===== config.mk =====
export PLATFORM = sky130hd
export DESIGN_NAME = l1_mem_arbiter
export DESIGN_NICKNAME = d
export VERILOG_FILES = /design/src/rtl/l1_mem_arbiter.sv
export SDC_FILE = /design/constraint.sdc
export NUM_CORES = 1
export LEC_CHECK = 0
export BUFFER_PORTS_ARGS = -buffer_cell sky130_fd_sc_hd__buf_2
export CORE_AREA = 10 10 265 267
export DETAILED_ROUTE_END_ITERATION = 8
export DIE_AREA = 0 0 275 277
export GPL_ROUTABILITY_DRIVEN = 0
export PLACE_DENSITY_LB_ADDON = 0.05
export RECOVER_POWER = 100
export SLEW_MARGIN = 20
export SYNTH_ARGS = -nofsm -noshare
export SYNTH_HDL_FRONTEND = slang
export SYNTH_SLANG_ARGS = --single-unit

===== constraint.sdc =====
create_clock -name clk -period 2 [get_ports clk]
set_input_delay 0.3 -clock clk [delete_from_list [all_inputs] [get_ports clk]]
set_output_delay 0.3 -clock clk [all_outputs]
set_load 0.05 [all_outputs]

===== src/rtl/l1_mem_arbiter.sv =====
// Arbitrates one shared physical memory port between the L1 I-cache and D-cache.
// One line transaction is in flight at a time; ties alternate between the two caches.
//
// state   | meaning
// IDLE    | no transaction; arbitrate incoming requests
// GRANT_I | I-cache fill in flight, waiting for pmem_resp
// GRANT_D | D-cache fill/writeback in flight, waiting for pmem_resp
// RELEASE | one dead cycle so the finished requester can drop its request
module l1_mem_arbiter #(
    parameter int ADDR_WIDTH  = 16,
    parameter int BLOCK_WIDTH = 128
) (
    input  logic                   clk,
    input  logic                   reset_n,
    input  logic                   icache_pmem_read,
    input  logic [ADDR_WIDTH-1:0]  icache_pmem_address,
    output logic [BLOCK_WIDTH-1:0] icache_pmem_rdata,
    output logic                   icache_pmem_resp,
    input  logic                   dcache_pmem_read,
    input  logic                   dcache_pmem_write,
    input  logic [ADDR_WIDTH-1:0]  dcache_pmem_address,
    input  logic [BLOCK_WIDTH-1:0] dcache_pmem_wdata,
    output logic [BLOCK_WIDTH-1:0] dcache_pmem_rdata,
    output logic                   dcache_pmem_resp,
    output logic                   pmem_read,
    output logic                   pmem_write,
    output logic [ADDR_WIDTH-1:0]  pmem_address,
    output logic [BLOCK_WIDTH-1:0] pmem_wdata,
    input  logic [BLOCK_WIDTH-1:0] pmem_rdata,
    input  logic                   pmem_resp,
    output logic [1:0]             grant
);

    typedef enum logic [1:0] {
        IDLE    = 2'd0,
        GRANT_I = 2'd1,
        GRANT_D = 2'd2,
        RELEASE = 2'd3
    } state_t;

    state_t                 r_state;
    state_t                 w_next_state;
    logic                   r_last_grant;   // 0: I-cache won last, 1: D-cache won last
    logic                   r_cmd_read;
    logic                   r_cmd_write;
    logic [ADDR_WIDTH-1:0]  r_addr_q;
    logic [BLOCK_WIDTH-1:0] r_wdata_q;

    logic w_req_i;
    logic w_req_d;
    logic w_pick_i;
    logic w_pick_d;
    logic w_busy;

    assign w_req_i  = icache_pmem_read;
    assign w_req_d  = dcache_pmem_read | dcache_pmem_write;
    assign w_pick_i = w_req_i & (~w_req_d | r_last_grant);
    assign w_pick_d = w_req_d & ~w_pick_i;
    assign w_busy   = (r_state == GRANT_I) || (r_state == GRANT_D);

    always_comb begin
        w_next_state      = r_state;
        icache_pmem_resp  = 1'b0;
        dcache_pmem_resp  = 1'b0;
        icache_pmem_rdata = '0;
        dcache_pmem_rdata = '0;
        grant             = 2'b00;
        case (r_state)
            IDLE: begin
                if (w_pick_i)
                    w_next_state = GRANT_I;
                else if (w_pick_d)
                    w_next_state = GRANT_D;
            end
            GRANT_I: begin
                grant             = 2'b01;
                icache_pmem_resp  = pmem_resp;
                icache_pmem_rdata = pmem_rdata;
                if (pmem_resp)
                    w_next_state = RELEASE;
            end
            GRANT_D: begin
                grant             = 2'b10;
                dcache_pmem_resp  = pmem_resp;
                dcache_pmem_rdata = pmem_rdata;
                if (pmem_resp)
                    w_next_state = RELEASE;
            end
            RELEASE: w_next_state = IDLE;
            default: w_next_state = IDLE;
        endcase
    end

    // Command registers are cleared on resp, so they read as zero outside a grant.
    assign pmem_read    = r_cmd_read;
    assign pmem_write   = r_cmd_write;
    assign pmem_address = r_addr_q;
    assign pmem_wdata   = r_wdata_q;

    always_ff @(posedge clk) begin
        if (!reset_n) begin
            r_state      <= IDLE;
            r_last_grant <= 1'b1;
            r_cmd_read   <= 1'b0;
            r_cmd_write  <= 1'b0;
            r_addr_q     <= '0;
            r_wdata_q    <= '0;
        end else begin
            r_state <= w_next_state;
            if (r_state == IDLE) begin
                if (w_pick_i) begin
                    r_cmd_read  <= 1'b1;
                    r_cmd_write <= 1'b0;
                    r_addr_q    <= icache_pmem_address;
                    r_wdata_q   <= '0;
                end else if (w_pick_d) begin
                    // read+write together is illegal; the writeback wins
                    r_cmd_read  <= dcache_pmem_read & ~dcache_pmem_write;
                    r_cmd_write <= dcache_pmem_write;
                    r_addr_q    <= dcache_pmem_address;
                    r_wdata_q   <= dcache_pmem_wdata;
                end
            end else if (w_busy && pmem_resp) begin
                r_last_grant <= (r_state == GRANT_D);
                r_cmd_read   <= 1'b0;
                r_cmd_write  <= 1'b0;
            end
        end
    end

endmodule


**Word level (Yosys, flattened, before mapping)**

Cells that the tools add are included.

- Muxes and demuxes: 20
- Eq/ne operators: 5
- Bitwise gates (word level): 9
- Shift operators: 0
- $add $sub $neg: 0
- Reductions and logical operators: 10
- Div/mod/pow operators: 0
- Order comparisons: 0
- Multipliers: 0

Operators with widths:

| kind | count |
|---|---|
| $mux 128 | 4 |
| $mux 16 | 2 |
| $mux 1 | 9 |
| $reduce_and 2->1 | 4 |
| $mux 2 | 3 |
| $pmux 2 s3 | 1 |
| $eq 2x2->1 const B | 2 |
| $not 1->1 | 4 |
| $pmux 2 s2 | 1 |
| $reduce_bool 2->1 | 2 |
| $and 1x1->1 | 3 |
| $ne 3x3->1 const B | 1 |
| $eq 2x1->1 const B | 1 |
| $logic_not 2->1 | 1 |
| $ne 2x1->1 const B | 1 |
| $or 1x1->1 | 2 |
| $reduce_or 2->1 | 1 |
| $logic_and 1x1->1 | 1 |
| $logic_or 1x1->1 | 1 |

- ROM bits: 0
- Latch bits: 0
- Logic and storage cells: 50
- Memories: 0
- Bits in writable memories: 0
- Flip-flop bits (word level): 149
- Output and inout port bits: 406

**Logic depth before layout (Yosys ltp)**

- Depth after elaboration: 9
- Depth in mapped cells: 7

**Least setup slack after synthesis**

No wires, ideal clock.

- Path kind: register to output
- Start point: reg r_state[0]
- End point: out dcache_pmem_rdata[100]
- Data arrival time: 1.543 ns
- Required time: 1.700 ns
- Path slack: 0.157 ns
- Buffers on the path: 2
- Stages on the path, launching flop included: 6
- Cell sequence: dfxtp_1 -> inv_1 -> ha_1 -> clkbuf_1 -> clkbuf_1 -> and2_1

- Cells in the longest elaborated chain, start to end: 2

RTL lines:

| what | line | text |
|---|---|---|
| start, declared | 41 | `state_t r_state;` |
| start signal, assigned | 109 | `r_state <= w_next_state;` |
| $eq 2x2->1 | 68 | `case (r_state)` |
| $mux 128 | 68 |  |
| end, declared | 23 | `output logic [BLOCK_WIDTH-1:0] dcache_pmem_rdata,` |

Every way passes these cells.

**Final worst setup path**

- Start point: reg r_state[0]
- End point: out icache_pmem_rdata[22]

- Cells in the longest elaborated chain, start to end: 2

RTL lines:

| what | line | text |
|---|---|---|
| $eq 2x1->1 | 68 |  |
| $mux 128 | 68 |  |
| end, declared | 17 | `output logic [BLOCK_WIDTH-1:0] icache_pmem_rdata,` |

Every way passes these cells.

==> summary.txt <==
Floorplanning
  – CORE AREA: roughly 65000 um2
  – I/O pin cnt: 700
  – Initial Util: between 10% and 20%
  – Die width: 275 um
  – Die ar.: about 76000 um2
  – Die Y: between 200 and 300 um
  – FP Rows: 94

STA
  – Final worst setup slack: -0.1235 ns
  – Setup TNS: -15.67 ns
  – Slew headroom: between 40% and 50%
  – Worst-margin pin slew: 0.7785 ns
  – Final Max Tran Viols: 0
  – Unrepaired setup endpoints after global routing: yes
  – Final Hold Fails: 0
  – Fmax: roughly 470 MHz
  – Setup-failing EPs final: about 250
  – Tcrit/Tclk final: 106.2%
  – Tmin final: approximately 2.1 ns
  – Clock Skews: ~0.011 ns

Synth
  – Mapped Nets: about 1200
  – Post-Syn Instances: between 800 and 900
  – Ys async rst share: 0%
  – Yosys warns: 0
  – Main synth FF type: dfxtp_1
  – Avg Inst Size Synth: 8.959 um2
  – Synth area leaders: dfxtp_1 39%, and2_1 21%, a32oi_1 15%
  – Cell taking the most area after synthesis: dfxtp_1
  – Synth cell types: 33
  – Post-synthesis sequential area ratio: roughly two fifths
  – Synth Register Bits: about 150
  – Post-Syn Area: roughly 7700 um2
  – Post-synth EDFFs: 0
  – Yosys top cell area share: roughly two fifths

Placement
  – HPWL after DPL: 50660 um
  – Placed Cells: ~2400
  – Pre-CTS WS: 0.04731 ns
  – Area after DPL: between 10000 and 15000 um2
  – Port Buf Inserts: about 700

Clocking
  – TritonCTS clock tree: done
  – Number of CTS-inserted buffers: 17
  – Root Driver: clkbuf_16
  – Clk slew on worst S/H paths: about 0.07 ns
  – Clock buffer depth: 2
  – H-tree Lvls: 4
  – Worst skew pair latency: around 0.48 ns
  – Clk sinks: around 150

Routing
  – TritonRoute pass-1 iters: 6
  – Routed WL: around 67000 um
  – Via count: roughly 9700
  – Vias/cell: between 3 and 4
  – Initial drt markers: around 500
  – Antenna-violating nets left: 0
  – Avg WL per Cell: between 20 and 30 um
  – DRC Markers: 0

Critical path
  – R2r worst-path depth: 10
  – CP required: 1.70 ns
  – Reg2reg setup slack: -0.02 ns
  – CP top delay family: buffers and inverters
  – Slowest cell on the critical path: dfxtp_4
  – CP Class: register to output port
  – Critical Path Stages: 6
  – Crit. End Element: output port
  – CP Cell Sequence: buf_6 > ha_4 > buf_12 > clkbuf_16 > and2_4 > buf_8
  – Reg2reg end: pmem_wdata[59]$_SDFFE_PN0P_
  – Crit path launch type: register
  – Worst Path Buf+Inv: 4
  – Worst r2r src: r_state[0]$_SDFFE_PN0P_
  – Worst EP arrival: roughly 1.8 ns
  – Crit path max fanout: 7
  – CP max stage delay: 0.37 ns

Hold path
  – Min-delay src: dcache_pmem_address[9]
  – Hold endpoint: pmem_address[9]$_SDFFE_PN0P_
  – Hold path depth: 3
  – Hold Path Class: input port to register

Outcome
  – Violated checks: setup timing
  – Status: complete, but fails checks

Global route
  – GR Overflow Total: 0
  – Gr usage total: between 15 and 20%
  – Initial antenna violation count: 20
  – Largest net degree at the start of global routing: a little under 90
  – First-pass GRT wire length: 86960 um
  – Vias in the first global route: between 9000 and 10000

Power and ir drop
  – P_leak: 6.746 nW
  – Peak VDD IR: roughly 810 uV
  – Pwr dens: 1581 nW/um2

Layout
  – Layout cells sized above 1: between 50% and 60%
  – Non-filler cells, final: around 2400
  – Syn-to-layout area delta: 109.1%
  – Commonest non-fill, non-tap cell in the layout: buf_2
  – Final layout net count: about 1900
  – Final cell utilization of the core: ~25%
  – Most frequent cells in the layout: 294 x buf_2, 163 x and2_4, 147 x dfxtp_1, 143 x clkbuf_1, 130 x nor2b_1
  – Design Area, Final: approximately 16000 um2

Flow run
  – Max_cap viols: 0
==> flip-flops by register name, indices dropped and copies added (netlist names) <==
name and count:
pmem_read 1, pmem_address 16, r_last_grant 1, pmem_write 1
r_state 2, pmem_wdata 128
==> synth_stat cells, drive strengths merged, types with 6 or more instances <==
cell      n
a32oi   129
a31oi    16
ha        6
dfxtp   149
o21ai    33
clkbuf   48
and2    258
nor2b   130
buf      49
a21oi    17
==> worst max-delay path by stage <==
| stage | start | to | slack (ns) |
|---|---|---|---|
| 5_1_grt | r_state[0]$_SDFFE_PN0P_ | icache_pmem_rdata[2] | -0.20 |
| 3_5_place_dp | r_state[0]$_SDFFE_PN0P_ | dcache_pmem_rdata[37] | 0.05 |
| 3_3_place_gp | r_state[0]$_SDFFE_PN0P_ | dcache_pmem_rdata[37] | 0.11 |
| 4_1_cts | r_state[0]$_SDFFE_PN0P_ | icache_pmem_rdata[21] | -0.18 |
| 2_1_floorplan | r_state[0]$_SDFFE_PN0P_ | dcache_pmem_rdata[100] | 0.16 |
| 6_report | r_state[0]$_SDFFE_PN0P_ | icache_pmem_rdata[22] | -0.12 |
==> worst reg2reg max path, cell delays in order (launching register included) <==
cell	delay [ns]
dfxtp_4	0.36
inv_4	0.06
buf_4	0.10
buf_4	0.11
ha_1	0.25
a21boi_4	0.23
buf_12	0.13
buf_6	0.24
buf_12	0.25
a32oi_1	0.13
nor2b_1	0.12
==> metal layers <==
metal | track usage [%] | up-vias | wire [um]
met2 | 30.82 | 410 | 36170
met3 | 4.368 | 95 | 4672
met5 | 0 | - | 106
met4 | 4.344 | 18 | 1626
li1 | - | 4424 | -
met1 | 17.47 | 4719 | 24860
==> stage by stage <==
stage	power, W	hold slack (ns)
floorplan	0.01327	0.4551
global placement	0.01815	0.4847
detailed placement	0.01808	0.4899
CTS	0.02477	0.02518
global route	0.02658	0.06104
finish	0.02551	0.08277
==> cells by family (layout without fill, tap and decap cells) <==
family          count (synthesis)  count (layout)  synth area share (%)
compound gates                206             206                 20.62
buf+inv                       100             806                 7.315
mux                             2               2                0.2595
other cells                     0               4                     0
flops                         149             149                 38.67
fa+ha+maj                       6               6                0.9732
simple gates                  398             398                 32.17
==> power by group <==
group / switching [W] / leakage, nW / internal (W) / total, W
sequential: 0.000304 / 1.22 / 0.00355 / 0.00385
combinational: 0.0114 / 5.22 / 0.00670 / 0.0181
clock: 0.00164 / 0.307 / 0.00194 / 0.00357
==> area by class of cell <==
class / instances / area [um2]
inverters: 3 / 16.27
repair buffers: 771 / 6803
clock inverters: 14 / 182.7
diodes: 4 / 10.01
flip-flops and latches: 149 / 2990
fillers: 7103 / 49030
well taps: 864 / 1081
clock buffers: 18 / 439.2
multi-input cells: 612 / 4609
==> what timing repair did <==
| item | CTS | global route |
|---|---|---|
| endpoints found under the setup margin | 258 | 259 |
| resized for setup | 505 | 252 |
| gates cloned | 12 | 8 |
| buffers inserted | 20 | 7 |
| hold buffers | 0 | 0 |
| pin swaps | 12 | 30 |
No activity file was read; power rests on OpenSTA's default activity.
